### config.mk
export PLATFORM = sky130hd
export DESIGN_NAME = idct_block_scheduler
export DESIGN_NICKNAME = d
export VERILOG_FILES = /design/src/rtl/idct_pkg.sv /design/src/rtl/idct_out_monitor.sv /design/src/rtl/idct_block_scheduler.sv
export SDC_FILE = /design/constraint.sdc
export NUM_CORES = 1
export LEC_CHECK = 0
export BUFFER_PORTS_ARGS = -buffer_cell sky130_fd_sc_hd__buf_2
export CORE_ASPECT_RATIO = 1.4
export CORE_MARGIN = 8
export CORE_UTILIZATION = 25
export CTS_CLUSTER_SIZE = 16
export DETAILED_ROUTE_END_ITERATION = 7
export PLACE_DENSITY = 0.53
export REMOVE_ABC_BUFFERS = 1
export SKIP_LAST_GASP = 1
export SYNTH_ARGS = -nofsm -noshare
export SYNTH_HDL_FRONTEND = slang
export SYNTH_SLANG_ARGS = --single-unit
### constraint.sdc
create_clock -name clk -period 2.5 [get_ports clk]
set_input_delay 0.625 -clock clk [delete_from_list [all_inputs] [get_ports clk]]
set_output_delay 0.625 -clock clk [all_outputs]
set_load 0.01 [all_outputs]
### src/rtl/idct_pkg.sv
// Shared definitions for the IDCT block scheduler: FSM encoding and default block/timeout sizes.
package idct_pkg;

  localparam int unsigned BLK_SIZE_DEF = 64;
  localparam int unsigned TIMEOUT_DEF  = 255;

  typedef enum logic [1:0] {
    IDLE     = 2'd0,
    LOAD     = 2'd1,
    WAIT_OUT = 2'd2,
    DRAIN    = 2'd3
  } state_e;

  // States in which upstream coefficients may be accepted.
  function automatic logic is_input_state(input state_e s);
    logic r;
    if ((s == IDLE) || (s == LOAD)) begin
      r = 1'b1;
    end else begin
      r = 1'b0;
    end
    return r;
  endfunction

endpackage

### src/rtl/idct_out_monitor.sv
// Tracks core results for one block: cycles waited for the first result and results counted.
module idct_out_monitor
  import idct_pkg::*;
#(
  parameter int unsigned BLK_SIZE = BLK_SIZE_DEF,
  parameter int unsigned TIMEOUT  = TIMEOUT_DEF
) (
  input  logic clk,
  input  logic rst_b,
  input  logic wait_en,
  input  logic drain_en,
  input  logic out_start,
  output logic first_out_s,
  output logic timeout_s,
  output logic last_out_s
);

  localparam int unsigned WW = $clog2(TIMEOUT + 1);
  localparam int unsigned OW = $clog2(BLK_SIZE + 1);
  localparam logic [WW-1:0] WAIT_LAST = WW'(TIMEOUT - 1);
  localparam logic [OW-1:0] OUT_LAST  = OW'(BLK_SIZE - 1);

  logic [WW-1:0] wait_cnt_r;
  logic [OW-1:0] out_cnt_r;

  // Event decode; the first result arrives while waiting and is result number one.
  always_comb begin
    first_out_s = wait_en && out_start;
    timeout_s   = wait_en && !out_start && (wait_cnt_r == WAIT_LAST);
    last_out_s  = drain_en && out_start && (out_cnt_r == OUT_LAST);
  end

  // Wait-cycle and result counters, cleared whenever the block is not in their phase.
  always_ff @(posedge clk) begin
    if (rst_b) begin
      wait_cnt_r <= '0;
      out_cnt_r  <= '0;
    end else begin
      if (wait_en && !out_start) begin
        wait_cnt_r <= wait_cnt_r + WW'(1'b1);
      end else begin
        wait_cnt_r <= '0;
      end
      if (first_out_s) begin
        out_cnt_r <= OW'(1'b1);
      end else if (drain_en && out_start) begin
        out_cnt_r <= last_out_s ? '0 : out_cnt_r + OW'(1'b1);
      end else if (!(wait_en || drain_en)) begin
        out_cnt_r <= '0;
      end else begin
        out_cnt_r <= out_cnt_r;
      end
    end
  end

endmodule

### src/rtl/idct_block_scheduler.sv
// Feeds one 8x8 block of coefficients to the IDCT core, then tracks its results,
// flagging mode inconsistencies and a core that never answers.
module idct_block_scheduler
  import idct_pkg::*;
#(
  parameter int unsigned BLK_SIZE = BLK_SIZE_DEF,
  parameter int unsigned TIMEOUT  = TIMEOUT_DEF
) (
  input  logic        clk,
  input  logic        rst_b,
  input  logic        in_valid,
  output logic        in_ready,
  input  logic [15:0] in_data,
  input  logic        in_mode,
  output logic        core_valid,
  output logic [15:0] core_data,
  output logic        core_mode,
  input  logic        core_out_start,
  input  logic        core_out_mode,
  output logic        blk_done,
  output logic        busy,
  output logic        mode_err,
  output logic        timeout_err,
  output logic [7:0]  blk_count
);

  localparam logic [5:0] LOAD_LAST = 6'(BLK_SIZE - 1);

  state_e      state_r, state_nxt_s;
  logic [5:0]  load_cnt_r;
  logic        mode_r;
  logic        xfer_s, first_out_s, timeout_s, last_out_s;
  logic        counted_s, err_set_s, in_ready_nxt_s, busy_nxt_s, fwd_mode_s;
  logic        in_ready_r, core_valid_r, core_mode_r, blk_done_r, busy_r;
  logic        mode_err_r, timeout_err_r;
  logic [15:0] core_data_r;
  logic [7:0]  blk_count_r;

  assign xfer_s = in_valid && in_ready_r;

  idct_out_monitor #(.BLK_SIZE(BLK_SIZE), .TIMEOUT(TIMEOUT)) u_out_monitor (
    .clk         (clk),
    .rst_b       (rst_b),
    .wait_en     (state_r == WAIT_OUT),
    .drain_en    (state_r == DRAIN),
    .out_start   (core_out_start),
    .first_out_s (first_out_s),
    .timeout_s   (timeout_s),
    .last_out_s  (last_out_s)
  );

  // State register and input transfer counter.
  always_ff @(posedge clk) begin
    if (rst_b) begin
      state_r    <= IDLE;
      load_cnt_r <= 6'd0;
    end else begin
      state_r <= state_nxt_s;
      if (state_r == IDLE && xfer_s) begin
        load_cnt_r <= 6'd1;
      end else if (state_r == LOAD && xfer_s) begin
        load_cnt_r <= (load_cnt_r == LOAD_LAST) ? 6'd0 : load_cnt_r + 6'd1;
      end else if (state_r != LOAD) begin
        load_cnt_r <= 6'd0;
      end
    end
  end

  // Next-state logic.
  always_comb begin
    state_nxt_s = state_r;
    case (state_r)
      IDLE:     state_nxt_s = xfer_s ? LOAD : IDLE;
      LOAD:     state_nxt_s = (xfer_s && load_cnt_r == LOAD_LAST) ? WAIT_OUT : LOAD;
      WAIT_OUT: begin
        if (first_out_s) begin
          state_nxt_s = DRAIN;
        end else if (timeout_s) begin
          state_nxt_s = IDLE;
        end else begin
          state_nxt_s = WAIT_OUT;
        end
      end
      DRAIN:    state_nxt_s = last_out_s ? IDLE : DRAIN;
      default:  state_nxt_s = IDLE;
    endcase
  end

  // Output decode; in_ready stays low for the blk_done cycle so no block straddles it.
  always_comb begin
    in_ready_nxt_s = is_input_state(state_nxt_s) && !last_out_s;
    busy_nxt_s     = (state_nxt_s != IDLE);
    counted_s      = first_out_s || (state_r == DRAIN && core_out_start);
    fwd_mode_s     = (state_r == IDLE) ? in_mode : mode_r;
    err_set_s      = (state_r == LOAD && xfer_s && in_mode != mode_r)
                   || (counted_s && core_out_mode != mode_r)
                   || (is_input_state(state_r) && core_out_start);
  end

  // Registered outputs, forwarding path and sticky status.
  always_ff @(posedge clk) begin
    if (rst_b) begin
      in_ready_r    <= 1'b0;
      busy_r        <= 1'b0;
      core_valid_r  <= 1'b0;
      core_data_r   <= 16'd0;
      core_mode_r   <= 1'b0;
      mode_r        <= 1'b0;
      mode_err_r    <= 1'b0;
      timeout_err_r <= 1'b0;
      blk_done_r    <= 1'b0;
      blk_count_r   <= 8'd0;
    end else begin
      in_ready_r    <= in_ready_nxt_s;
      busy_r        <= busy_nxt_s;
      core_valid_r  <= xfer_s;
      if (xfer_s) begin
        core_data_r <= in_data;
        core_mode_r <= fwd_mode_s;
      end
      if (state_r == IDLE && xfer_s) begin
        mode_r <= in_mode;
      end
      mode_err_r    <= mode_err_r | err_set_s;
      timeout_err_r <= timeout_err_r | timeout_s;
      blk_done_r    <= last_out_s;
      if (last_out_s) begin
        blk_count_r <= blk_count_r + 8'd1;
      end
    end
  end

  assign in_ready    = in_ready_r;
  assign core_valid  = core_valid_r;
  assign core_data   = core_data_r;
  assign core_mode   = core_mode_r;
  assign blk_done    = blk_done_r;
  assign busy        = busy_r;
  assign mode_err    = mode_err_r;
  assign timeout_err = timeout_err_r;
  assign blk_count   = blk_count_r;

endmodule

==> Word level (Yosys, flattened, before mapping) <==
Index checks and enable logic that the tools add are counted.
{ "totals": {"register_bits": 55, "input_bits": 22, "output_inout_bits": 31, "wordCells": 81} }
{ "op_classes": {"add_sub_neg": 4, "n_eq_ne": 12, "mux": 17, "bitwise_logic": 3, "n_reduce_logical": 29} }
{ "op_table": {"columns": ["cell", "count"], "rows": [
  ["7-bit 2-to-1 mux", 3],
  ["6-bit 2-to-1 mux", 3],
  ["8-bit by 1-bit adder with 8-bit output (second input constant)", 2],
  ["1-bit logical AND", 13],
  ["8-bit equality test (second input constant)", 1],
  ["2-bit 2-to-1 mux", 4],
  ["2-bit case mux with 4 select lines", 1],
  ["7-bit by 1-bit adder with 7-bit output (second input constant)", 1],
  ["7-bit by 6-bit equality test with 1-bit output (second input constant)", 1],
  ["6-bit by 1-bit adder with 6-bit output (second input constant)", 1],
  ["6-bit equality test (second input constant)", 1],
  ["1-bit logical OR", 6],
  ["1-bit 2-to-1 mux", 6],
  ["2-bit OR reduction", 3],
  ["2-bit by 1-bit equality test with 1-bit output (second input constant)", 2],
  ["2-bit equality test (second input constant)", 2],
  ["2-bit logical NOT", 2],
  ["2-bit nonzero test", 2],
  ["3-bit inequality test (second input constant)", 1],
  ["3-bit nonzero test", 1],
  ["1-bit logical NOT", 2],
  ["1-bit inequality test", 2],
  ["2-bit by 1-bit inequality test with 1-bit output (second input constant)", 1],
  ["2-bit inequality test (second input constant)", 1],
  ["2 further kinds", 3]
]} }

==> Logic depth before layout (Yosys ltp) <==
Gate-level depths: netlist of the first run.
{ "depth": {"depth_word": 10, "mapped_depth": 6, "depth_no_buf": 6} }

==> Modules after synthesis <==
A second synthesis of the first run with hierarchy kept.
{ "unflattened": {"hier_cells": 281, "area_unflattened_um2": 2339.7} }
{ "by_module_without_submodules": {"columns": ["module", "instances", "cells_per_inst", "area_each_um2", "seq_area_each_um2"], "rows": [
  ["idct_block_scheduler", 1, 196, 1621.6, 800.8],
  ["idct_out_monitor", 1, 85, 718.2, 300.3]
]} }

==> Worst setup path after synthesis of the first run <==
Ideal clock, no wire load.
{ "synth_path": {"kind": "input to register", "start": "input port core_out_start", "end": "register blk_count_r[7], in the netlist blk_count[7]", "setup_ns": 0.071, "arrival_time_ns": 1.893, "required_time_ns": 2.429, "setup_slack_ns": 0.537, "path_stages": 5, "n_path_buf": 1, "cell_sequence": "nand3_2 -> or3_1 -> buf_2 -> or4_1 -> a21oi_1"} }
{ "synth_between": {"elab_chain_len": 2} }
{ "synth_rtl": {"columns": ["element", "line", "text"], "rows": [
  ["start, declared", "idct_block_scheduler.sv:18", "input logic core_out_start,"],
  ["1-bit logical AND (2 in a row)", "idct_out_monitor.sv:30", "last_out_s = drain_en && out_start && (out_cnt_r == OUT_LAST);"],
  ["end signal, assigned", "idct_block_scheduler.sv:128", "blk_count_r <= blk_count_r + 8'd1;"],
  ["end, declared", "idct_block_scheduler.sv:37", "logic [7:0] blk_count_r;"]
]} }
Every way passes these cells.
A chain may end at the register's enable or synchronous reset.

==> Final worst setup path of the first run <==
{ "layout_path": {"start": "register state_r[1]", "end": "register blk_count_r[5], in the netlist blk_count[5]"} }
{ "layout_between": {"elab_chain_len": 3} }
{ "layout_rtl": {"columns": ["element", "line", "text"], "rows": [
  ["start, declared", "idct_block_scheduler.sv:29", "state_e state_r, state_nxt_s;"],
  ["start signal, assigned", "idct_block_scheduler.sv:58", "state_r <= state_nxt_s;"],
  ["2-bit equality test", "idct_block_scheduler.sv:45", ".drain_en (state_r == DRAIN),"],
  ["1-bit logical AND (2 in a row)", "idct_out_monitor.sv:30", null]
]} }
Every way passes these cells.

==> results of run 1 <==
## cells by family (layout without fill, tap and decap cells)
logic type,Yosys count,in the layout,synth area share
adder cells (fa/ha/maj),5,5,0.0271
AND/OR/NAND/NOR,134,134,0.274
buffers and inverters,18,72,0.0298
XOR/XNOR,11,11,0.0417
flip-flops,55,55,0.476
AO/OA/AOI/OAI,57,57,0.152
## worst max path at each step
stage,slack [ns],endpoint,cells after the start
3_5_place_dp,0.46,blk_count[5],6
5_1_grt,0.45,blk_count[5],5
2_1_floorplan,0.54,blk_count[7],4
4_1_cts,0.58,blk_count[5],5
3_3_place_gp,0.46,blk_count[7],5
6_report,0.59,blk_count[5],5
## worst register-to-register path: stages, from the launching register on
cell and delay [ns]:
dfxtp_1 0.60, nand3b_1 0.23, or3_1 0.36, buf_4 0.18, or3_1 0.34, a21oi_1 0.14
## synth_stat cells, types with 2 or more instances
master     n
xnor2_1    4
or3_1      7
and2_1     3
o21ai_0    8
xor2_1     7
o211ai_1   2
nand2b_1   5
nand2_1   55
clkbuf_1  12
inv_1      4
nor4_1     3
a21oi_1   28
and3b_1    2
nand3b_1   3
or4_1      2
and3_1     2
a31oi_1    3
a311oi_1   4
nand4_1    4
ha_1       5
nor2_1    26
a211oi_1   2
a21o_1     2
dfxtp_1   55
nand3_1   12
nor3_1     6
## stage by stage
stage	power [mW]	instances	util	instance area (um2)	hold slack, ns
2_1_floorplan	0.976	266	-	2260	0.427
3_3_place_gp	1.04	433	0.300	2710	0.439
3_5_place_dp	1.04	433	0.300	2710	0.444
4_1_cts	1.87	441	0.320	2890	0.454
5_1_grt	1.91	441	0.320	2890	0.470
6_report	1.84	441	0.320	2890	0.451
## sequential cells by signal, indices dropped and copies added (netlist names)
signal	cells
busy	1
u_out_monitor.out_cnt_r	7
core_mode	1
blk_done	1
blk_count	8
timeout_err	1
u_out_monitor.wait_cnt_r	8
mode_err	1
state_r	2
core_valid	1
load_cnt_r	6
mode_r	1
core_data	16
in_ready	1
## layout make-up
cell class              instances  share of cell area
clock inverters                 2              0.0121
inverters                       4             0.00520
multi-input cells             207               0.396
well taps                     107              0.0464
repair buffers                 60               0.111
clock buffers                   6              0.0481
flip-flops and latches         55               0.381
## routing by layer
layer | up-vias | track usage | wire length, um
met5 | - | 0 | 0
met4 | 0 | 0.0376 | 96
met3 | 6 | 0.0291 | 300
met2 | 29 | 0.172 | 3010
met1 | 961 | 0.0913 | 2290
li1 | 1075 | - | -
## cell usage in the layout, fill, tap and decap left out, drive strengths merged, types with 3 or more instances in the layout
cell type	n
nand4	4
clkbuf	6
a21oi	28
dfxtp	55
xor2	7
and2	3
xnor2	4
or3	7
nor2	26
nor4	3
nand2	55
o21ai	8
nor3	6
a311oi	4
buf	60
ha	5
nand3	13
nand3b	3
nand2b	5
a31oi	3
inv	4
## where the power goes
| part | internal [mW] | switching [mW] | total, mW | leakage (nW) |
|---|---|---|---|---|
| clock network | 0.499 | 0.318 | 0.817 | 0.0868 |
| registers | 0.895 | 0.0108 | 0.906 | 0.447 |
| logic | 0.0454 | 0.0668 | 0.112 | 0.601 |
==> summary.md, run 1 <==
| Metric | Value |
|---|---|
| Mean instance size in the synthesized netlist | 8.26 um2 |
| Worst Slack Setup Final | 0.589 ns |
| Total number of nets in the final design | 360 |
| Worst Hold Endpoint | core_data[9] |
| # DRC | 0 |
| Setup violation total in the final timing report | 0 |
| Status | completed |
| Classification of the worst setup path | reg2reg |
| First-pass GRT wire length | 9690 um |
| Path class of the lowest-slack min-delay path | reg2reg |
| Clock root buffer | clkbuf_16 |
| Final period demand of the worst path | 1.91 ns |
| Crit path max-delay cell type | dfxtp_1 |
| Transition time at the pin with the least slew margin | 0.450 ns |
| Crit end category | flip-flop |
| Unique masters post-synth | 40 |
| Count of boundary I/O pins | 53 |
| Setup crit start kind | flip-flop |
| Standby leakage power | 1.13 nW |
| Final WL | 5690 um |
| Post-CTS Resized | 0 |
| Average wire per cell in the routed design | 12.9 um |
| # clock sinks | 55 |
| Final clock skew | 0.00421 ns |
| Largest fanout on the critical path | 15 |
| Post-synthesis instance area | 2310 um2 |
| PwrDens | 636 nW/um2 |
| Violation count after the first detailed-routing iteration | 79 |
| Total of max-cap violations | 0 |
| Highest ir drop seen on vdd | 0.000300 V |
| Vias per cell | 4.70 |
| Number of global-route vias before repair | 2051 |
| Global placement routability congestion | 0.727 |
| Reg2Reg Depth | 5 |
| Area of the multi-input gates | 1140 um2 |
| Antenna violation net count after detailed routing | 0 |
| Setup Buffers After CTS | 0 |
| Ys Warns | 0 |
| Number of optimization iterations in the first detailed-route pass | 4 |
| Slowest cell delay on critical path | 0.60 ns |
| Via total after detailed routing | 2071 |
| Count of flip-flops with a built-in enable after synthesis | 0 |
| Dominant synthesized flop cell | dfxtp_1 |
| Initial cell density of the core | 0.256 |
| Count of antenna diodes in the layout | 0 |
| Highest clock frequency the design can meet | 0.523 GHz |
| Die W | 97.3 um |
| Worst path bufs/invs | 1 |
| Pin count of the biggest net entering global routing | 27 |
| Delay-heaviest family, CP | simple AND/OR/NAND/NOR gates |
| Filler cell count in the final layout | 1011 |
| Sequential cell area | 1100 um2 |
| Sequential area share after synthesis | 0.476 |
| Detailed-placement wirelength estimate | 4230 um |
| Hold Path Origin | core_data[9] |
| Proportion of layout cells with a drive suffix above 1 | 0.213 |
| Number of buffers added on ports | 52 |
| Number of buffers added by the clock tree synthesis step | 5 |
| Number of standard-cell rows in the floorplan | 41 |
| Cell breakdown of the critical path | nand3b_1, or3_1, buf_4, or3_1, a21oi_1 |
| Total congestion overflow | 0 |
| Post-placement worst setup slack | 0.456 ns |
| Async set-or-reset flop fraction in the synthesized netlist | 0 |
| Portion of the clock cycle consumed by the worst path in the final layout | 0.764 |
| Clock slew seen by the registers of the worst setup and hold paths | 0.07 ns |
| Total Routing Usage GR | 0.0914 |
| Total of hold buffers inserted after clock tree synthesis | 0 |
| Number of synthesized register bits | 55 |
| Max-Slew Margin vs Limit | 0.700 |
| Destination of the worst register-to-register timing path | blk_count[5] |
| Area enclosed by the die boundary | 12600 um2 |
| CP startpoint | state_r[1] |
| Max Transition Viols Final | 0 |
| Largest area contributor in the netlist | dfxtp_1 |
| Synth area leaders | dfxtp_1 48%, nand2_1 8.9%, a21oi_1 6.1% |
| CP arrival | 2.14 ns |
| TritonCTS clock tree | yes |
| Area growth, synth to finish | 24.8% |
| Initial antenna violation count | 0 |
| Largest buffer count on any clock path | 2 |
| Number of hold violations in the final report | 0 |
| Core footprint | 9030 um2 |
| Post-synthesis cell count | 280 |
| Number of cells traversed by the worst hold path | 2 |
| Required time reported for the critical path endpoint | 2.73 ns |
| Unrepaired setup endpoints after global routing | false |
| Launching point of the worst reg2reg path | state_r[1] |
| Top-area cell type share of the netlist area | 0.476 |
| Cell with the most instances on the worst path | or3_1 |
| Setup total negative slack | 0 ns |
| Chip height | 130 um |
| Worst-case register-to-register setup slack | 0.59 ns |
| H-Tree Depth | 2 |
| Source-to-sink clock delay at the later pin of the worst-skew pair | 0.29 ns |
(Power assumes the default switching activity.)
==> run 2, diff against run 1 <==
ABC_AREA = 1   (was unset)
PLACE_DENSITY = 0.54   (was 0.53)
clock period = 1.7 ns   (was 2.5 ns; I/O delays follow)
==> summary.md, run 2 <==
| Metric | Value |
|---|---|
| Post-Route Utilization | 0.318 |
| Finished Layout Cells | 500 |
| Violation count after the first detailed-routing iteration | 109 |
| Largest fanout on the critical path | 8 |
| Largest buffer count on any clock path | 2 |
| Standby leakage power | 1.33 nW |
| Largest area contributor in the netlist | dfxtp_1 |
| Setup crit start kind | flip-flop |
| Number of buffers added on ports | 52 |
| H-Tree Depth | 2 |
| Top cell types by occurrence after synthesis | 62 x nand2_1, 56 x nor2_1, 55 x dfxtp_1 |
| First-pass GRT wire length | 9960 um |
| Number of buffers added by the clock tree synthesis step | 5 |
| Unique masters post-synth | 34 |
| Async set-or-reset flop fraction in the synthesized netlist | 0 |
| Proportion of layout cells with a drive suffix above 1 | 0.208 |
| Total of max-cap violations | 0 |
| Number of placed instances, taps included | 491 |
| Clock root buffer | clkbuf_16 |
| Core footprint | 9410 um2 |
| Source-to-sink clock delay at the later pin of the worst-skew pair | 0.29 ns |
| Total of hold buffers inserted after clock tree synthesis | 0 |
| Pin count of the biggest net entering global routing | 23 |
| Max-Slew Margin vs Limit | 0.704 |
| Area of the multi-input gates | 1130 um2 |
| Setup Buffers After CTS | 0 |
| Status | completed |
| Initial cell density of the core | 0.256 |
| Count of boundary I/O pins | 53 |
| Ys Warns | 0 |
| CP arrival | 1.73 ns |
| Most frequent cell after synthesis | nand2_1 |
| Chip height | 132 um |
| Max Transition Viols Final | 0 |
| Final period demand of the worst path | 1.54 ns |
| PwrDens | 873 nW/um2 |
| Global placement routability congestion | 0.782 |
| Portion of the clock cycle consumed by the worst path in the final layout | 0.908 |
| Total congestion overflow | 0 |
| Final WL | 5880 um |
| Sequential area share after synthesis | 0.458 |
| Count of flip-flops with a built-in enable after synthesis | 0 |
| Path class of the lowest-slack min-delay path | in2reg |
| Highest clock frequency the design can meet | 0.648 GHz |
| Power, Total | 2.61 mW |
| Number of hold violations in the final report | 0 |
| Sequential cell area | 1100 um2 |
| Dominant synthesized flop cell | dfxtp_1 |
| Clock slew seen by the registers of the worst setup and hold paths | 0.07 ns |
| Final clock skew | 0.00711 ns |
| Fraction of met1 tracks used by global routing | 0.0951 |
| Internal cell power | 2.03 mW |
| Power share of the combinational group | 0.072 |
| Net switching share of the total power | 0.221 |
| TritonCTS clock tree | yes |
| Synth area leaders | dfxtp_1 46%, nand2_1 9.7%, nor2_1 8.7% |
| Setup total negative slack | 0 ns |
| Area enclosed by the die boundary | 13100 um2 |
| Highest-utilization routing layer at the global route stage | met2 |
| Unrepaired setup endpoints after global routing | false |
| Average wire per cell in the routed design | 11.8 um |
| Number of optimization iterations in the first detailed-route pass | 4 |
| Met2 global-route usage | 0.167 |
| Antenna violation net count after detailed routing | 0 |
| Switch Pwr | 0.578 mW |
| Die W | 98.9 um |
| Number of synthesized register bits | 55 |
| Number of standard-cell rows in the floorplan | 42 |
| Crit end category | flip-flop |
| Post-synthesis instance area | 2400 um2 |
| Via total after detailed routing | 2209 |
| Post-synthesis cell count | 328 |
| # DRC | 0 |
| Total number of nets in the final design | 415 |
| Transition time at the pin with the least slew margin | 0.442 ns |
| Mean instance size in the synthesized netlist | 7.33 um2 |
| # clock sinks | 55 |
| Vias per cell | 4.42 |
| Total Routing Usage GR | 0.0937 |
| Post-CTS Resized | 0 |
| Clock network power share | 0.412 |
| Filler cell count in the final layout | 989 |
| Initial antenna violation count | 1 |
| Highest ir drop seen on vdd | 0.000354 V |
| Area growth, synth to finish | 24.3% |
| Setup violation total in the final timing report | 0 |
| Top library cells by usage in the layout, fill and taps aside | 62 x nand2_1, 56 x nor2_1, 55 x dfxtp_1 |
| Classification of the worst setup path | reg2reg |
| Power share of the sequential group | 0.516 |
| Number of global-route vias before repair | 2093 |
| Required time reported for the critical path endpoint | 1.88 ns |
| Detailed-placement wirelength estimate | 4580 um |
| Most frequent standard cell in the layout excluding fill and tap cells | nand2_1 |
| Global routing usage on met3 | 0.0264 |
| Top-area cell type share of the netlist area | 0.458 |
| Number of flip-flops under the largest register name | 16 |
| Min Hold Slack | 0.382 ns |
==> run 2: changes by cell type in the layout (fill, tap and decap cells not counted), moves of 5 or more <==
cell      delta
nand2_1      +7
or3_1        -7
nand2b_1     -5
o21ai_0     +12
a21oi_1      -8
inv_1       +30
nor2_1      +30
nand3_1     +13
==> run 2: kinds of logic (layout without fill, tap and decap cells) <==
| family | count (synthesis) | after routing | share of synthesized area |
|---|---|---|---|
| other cells | 0 | 1 | 0 |
| flops | 55 | 55 | 0.458 |
| buf+inv | 44 | 105 | 0.0728 |
| simple gates | 169 | 169 | 0.314 |
| compound gates | 49 | 49 | 0.108 |
| fa+ha+maj | 5 | 5 | 0.0260 |
| xor+xnor | 6 | 6 | 0.0219 |
==> run 2: worst paths after layout <==
path	startpoint	end	slack, ns	depth (start not counted)
max	u_out_monitor.out_cnt_r[0]	blk_count[5]	0.16	8
min	in_data[0]	core_data[0]	0.38	3
max reg2reg	u_out_monitor.out_cnt_r[0]	blk_count[5]	0.16	8
min reg2reg	timeout_err	timeout_err	0.45	2
==> run 2: per-layer routing <==
| metal | wire, um | part of all wire | vias to the layer above |
|---|---|---|---|
| met5 | 0 | 0 | - |
| met4 | 136 | 0.023 | 0 |
| met3 | 231 | 0.039 | 8 |
| met2 | 3120 | 0.53 | 34 |
| met1 | 2400 | 0.41 | 992 |
| li1 | - | - | 1175 |
==> run 2: cell type report <==
type / count / area share
flip-flops and latches: 55 / 0.368
repair buffers: 61 / 0.110
multi-input cells: 229 / 0.378
diodes: 1 / 0.000837
inverters: 36 / 0.0452
well taps: 110 / 0.0460
clock buffers: 8 / 0.0523
==> run 2: worst max-delay path, stage by stage, from the launching register on <==
cell and delay [ns]:
dfxtp_1 0.36, ha_1 0.17, nand2_1 0.11, nor2_4 0.15, nand3_2 0.16, buf_4 0.20
nor2_4 0.08, xor2_1 0.15, nor2_1 0.05
==> run 2: metrics by stage <==
stage / instance area [um2] / setup slack, ns
2_1_floorplan: 2360 / 0.0465
3_3_place_gp: 2830 / 0.229
3_5_place_dp: 2830 / 0.175
4_1_cts: 2990 / 0.158
5_1_grt: 2990 / 0.0119
6_report: 2990 / 0.156
==> run 2: power groups by stage <==
stage / Combinational (mW) / Sequential, mW / Clock [mW]
after global routing: 0.211 / 1.35 / 1.17
after floorplan: 0.0768 / 1.39 / 0
after global placement: 0.188 / 1.37 / 0
after CTS: 0.191 / 1.34 / 1.11
after detailed placement: 0.191 / 1.37 / 0
final: 0.188 / 1.34 / 1.08
==> run 3, diff against run 2 <==
CORE_MARGIN = 4   (was 8)
==> summary.md, run 3 (same netlist as run 2, synthesis figures left out) <==
| Metric | Value |
|---|---|
| Average wire per cell in the routed design | 11.5 um |
| Status | completed |
| Global placement routability congestion | 0.804 |
| Unrepaired setup endpoints after global routing | false |
| Portion of the clock cycle consumed by the worst path in the final layout | 0.904 |
| Total congestion overflow | 0 |
| Highest ir drop seen on vdd | 0.000368 V |
| Required time reported for the critical path endpoint | 1.89 ns |
| Max-Slew Margin vs Limit | 0.714 |
| Number of hold violations in the final report | 0 |
| Via total after detailed routing | 2240 |
| Number of buffers added by the clock tree synthesis step | 5 |
| Highest clock frequency the design can meet | 0.650 GHz |
| Chip height | 124 um |
| PwrDens | 891 nW/um2 |
| First-pass GRT wire length | 9840 um |
| Final period demand of the worst path | 1.54 ns |
| Top library cells by usage in the layout, fill and taps aside | 62 x nand2_1, 56 x nor2_1, 55 x dfxtp_1 |
| Number of optimization iterations in the first detailed-route pass | 4 |
| Reg2Reg Depth | 8 |
| Transition time at the pin with the least slew margin | 0.428 ns |
| Worst Hold Endpoint | u_out_monitor.out_cnt_r[0] |
| Violation count after the first detailed-routing iteration | 90 |
| CP arrival | 1.73 ns |
| Number of standard-cell rows in the floorplan | 42 |
| Initial antenna violation count | 0 |
| Count of antenna diodes in the layout | 0 |
| Total number of nets in the final design | 414 |
| Total of max-cap violations | 0 |
| Setup Buffers After CTS | 0 |
| Most frequent standard cell in the layout excluding fill and tap cells | nand2_1 |
| Crit end category | flip-flop |
| Number of placed instances, taps included | 490 |
| Standby leakage power | 1.33 nW |
| Finished Layout Cells | 497 |
| Final WL | 5690 um |
| Total of hold buffers inserted after clock tree synthesis | 0 |
| Number of global-route vias before repair | 2144 |
| # clock sinks | 55 |
| Setup violation total in the final timing report | 0 |
| Setup crit start kind | flip-flop |
| Clock root buffer | clkbuf_16 |
| Classification of the worst setup path | reg2reg |
| Die W | 90.9 um |
| Post-CTS Resized | 0 |
| # DRC | 0 |
| Hold Path Origin | rst_b |
| Largest buffer count on any clock path | 2 |
| TritonCTS clock tree | yes |
| Core footprint | 9410 um2 |
| Destination of the worst register-to-register timing path | blk_count[5] |
| Proportion of layout cells with a drive suffix above 1 | 0.204 |
| Total Routing Usage GR | 0.107 |
| Detailed-placement wirelength estimate | 4390 um |
| Final clock skew | 0.00717 ns |
| H-Tree Depth | 2 |
| Worst-case register-to-register setup slack | 0.16 ns |
| Max Transition Viols Final | 0 |
| Largest fanout on the critical path | 8 |
| Pin count of the biggest net entering global routing | 26 |
| Vias per cell | 4.51 |
| Area enclosed by the die boundary | 11300 um2 |
| Number of cells traversed by the worst hold path | 2 |
| Setup total negative slack | 0 ns |
| Path class of the lowest-slack min-delay path | in2reg |
| Initial cell density of the core | 0.256 |
| Area growth, synth to finish | 24.5% |
| Number of buffers added on ports | 52 |
| Antenna violation net count after detailed routing | 0 |
| Number of flip-flops under the largest register name | 16 |
| Source-to-sink clock delay at the later pin of the worst-skew pair | 0.29 ns |
| Count of boundary I/O pins | 53 |
| Launching point of the worst reg2reg path | u_out_monitor.out_cnt_r[0] |
| Clock slew seen by the registers of the worst setup and hold paths | 0.07 ns |
| Post-Route Utilization | 0.318 |
[run 3: cell types whose count changed in the layout (fill, tap and decap cells not counted), sizes merged]
cell / before / now
clkbuf: 8 / 6
buf: 61 / 60
bufinv: 0 / 1
diode: 1 / 0
[run 3: how the worst max path moves through the flow]
stage               slack [ns]                       start      endpoint
floorplan                 0.05                    in_valid          busy
global placement          0.22  u_out_monitor.out_cnt_r[0]  blk_count[5]
detailed placement        0.17  u_out_monitor.out_cnt_r[0]  blk_count[5]
CTS                       0.16  u_out_monitor.out_cnt_r[0]  blk_count[5]
global route              0.04  u_out_monitor.out_cnt_r[0]  blk_count[0]
finish                    0.16  u_out_monitor.out_cnt_r[0]  blk_count[5]
[run 3: area by class of cell]
type                       instances  area (um2)
clock buffer                       6         129
clock inverter                     1        30.0
fill                            1008        6410
inverter                          36         135
multi-input combinational        229        1130
sequential                        55        1100
tap                              110         138
timing repair buffer              60         333
[run 3: layer usage]
| layer | global-route usage | up-vias | part of all wire |
|---|---|---|---|
| met4 | 0.0547 | 0 | 0.022 |
| met2 | 0.201 | 29 | 0.53 |
| met3 | 0.0181 | 8 | 0.025 |
| li1 | - | 1171 | - |
| met1 | 0.115 | 1032 | 0.42 |
| met5 | 0 | - | 0 |
[run 3: per-stage QoR]
stage	total power [mW]	hold WS (ns)	cell area, um2	setup WS, ns
after floorplan	1.46	0.441	2360	0.0465
after global placement	1.56	0.437	2840	0.221
after detailed placement	1.57	0.452	2840	0.174
after CTS	2.72	0.365	2990	0.156
after global routing	2.78	0.382	2990	0.0425
final	2.67	0.369	2990	0.163
[run 3: power by group]
part | switching [mW] | total [mW] | internal, mW
clock network | 0.446 | 1.13 | 0.688
logic | 0.111 | 0.191 | 0.0800
registers | 0.0198 | 1.34 | 1.32
total | 0.577 | 2.67 | 2.09
[run 3: worst max-delay path: stages (launching register included)]
cell and delay, ns:
dfxtp_1 0.37, ha_1 0.18, nand2_1 0.10, nor2_4 0.14, nand3_2 0.15, buf_4 0.21, nor2_4 0.08, xor2_1 0.14
nor2_1 0.05
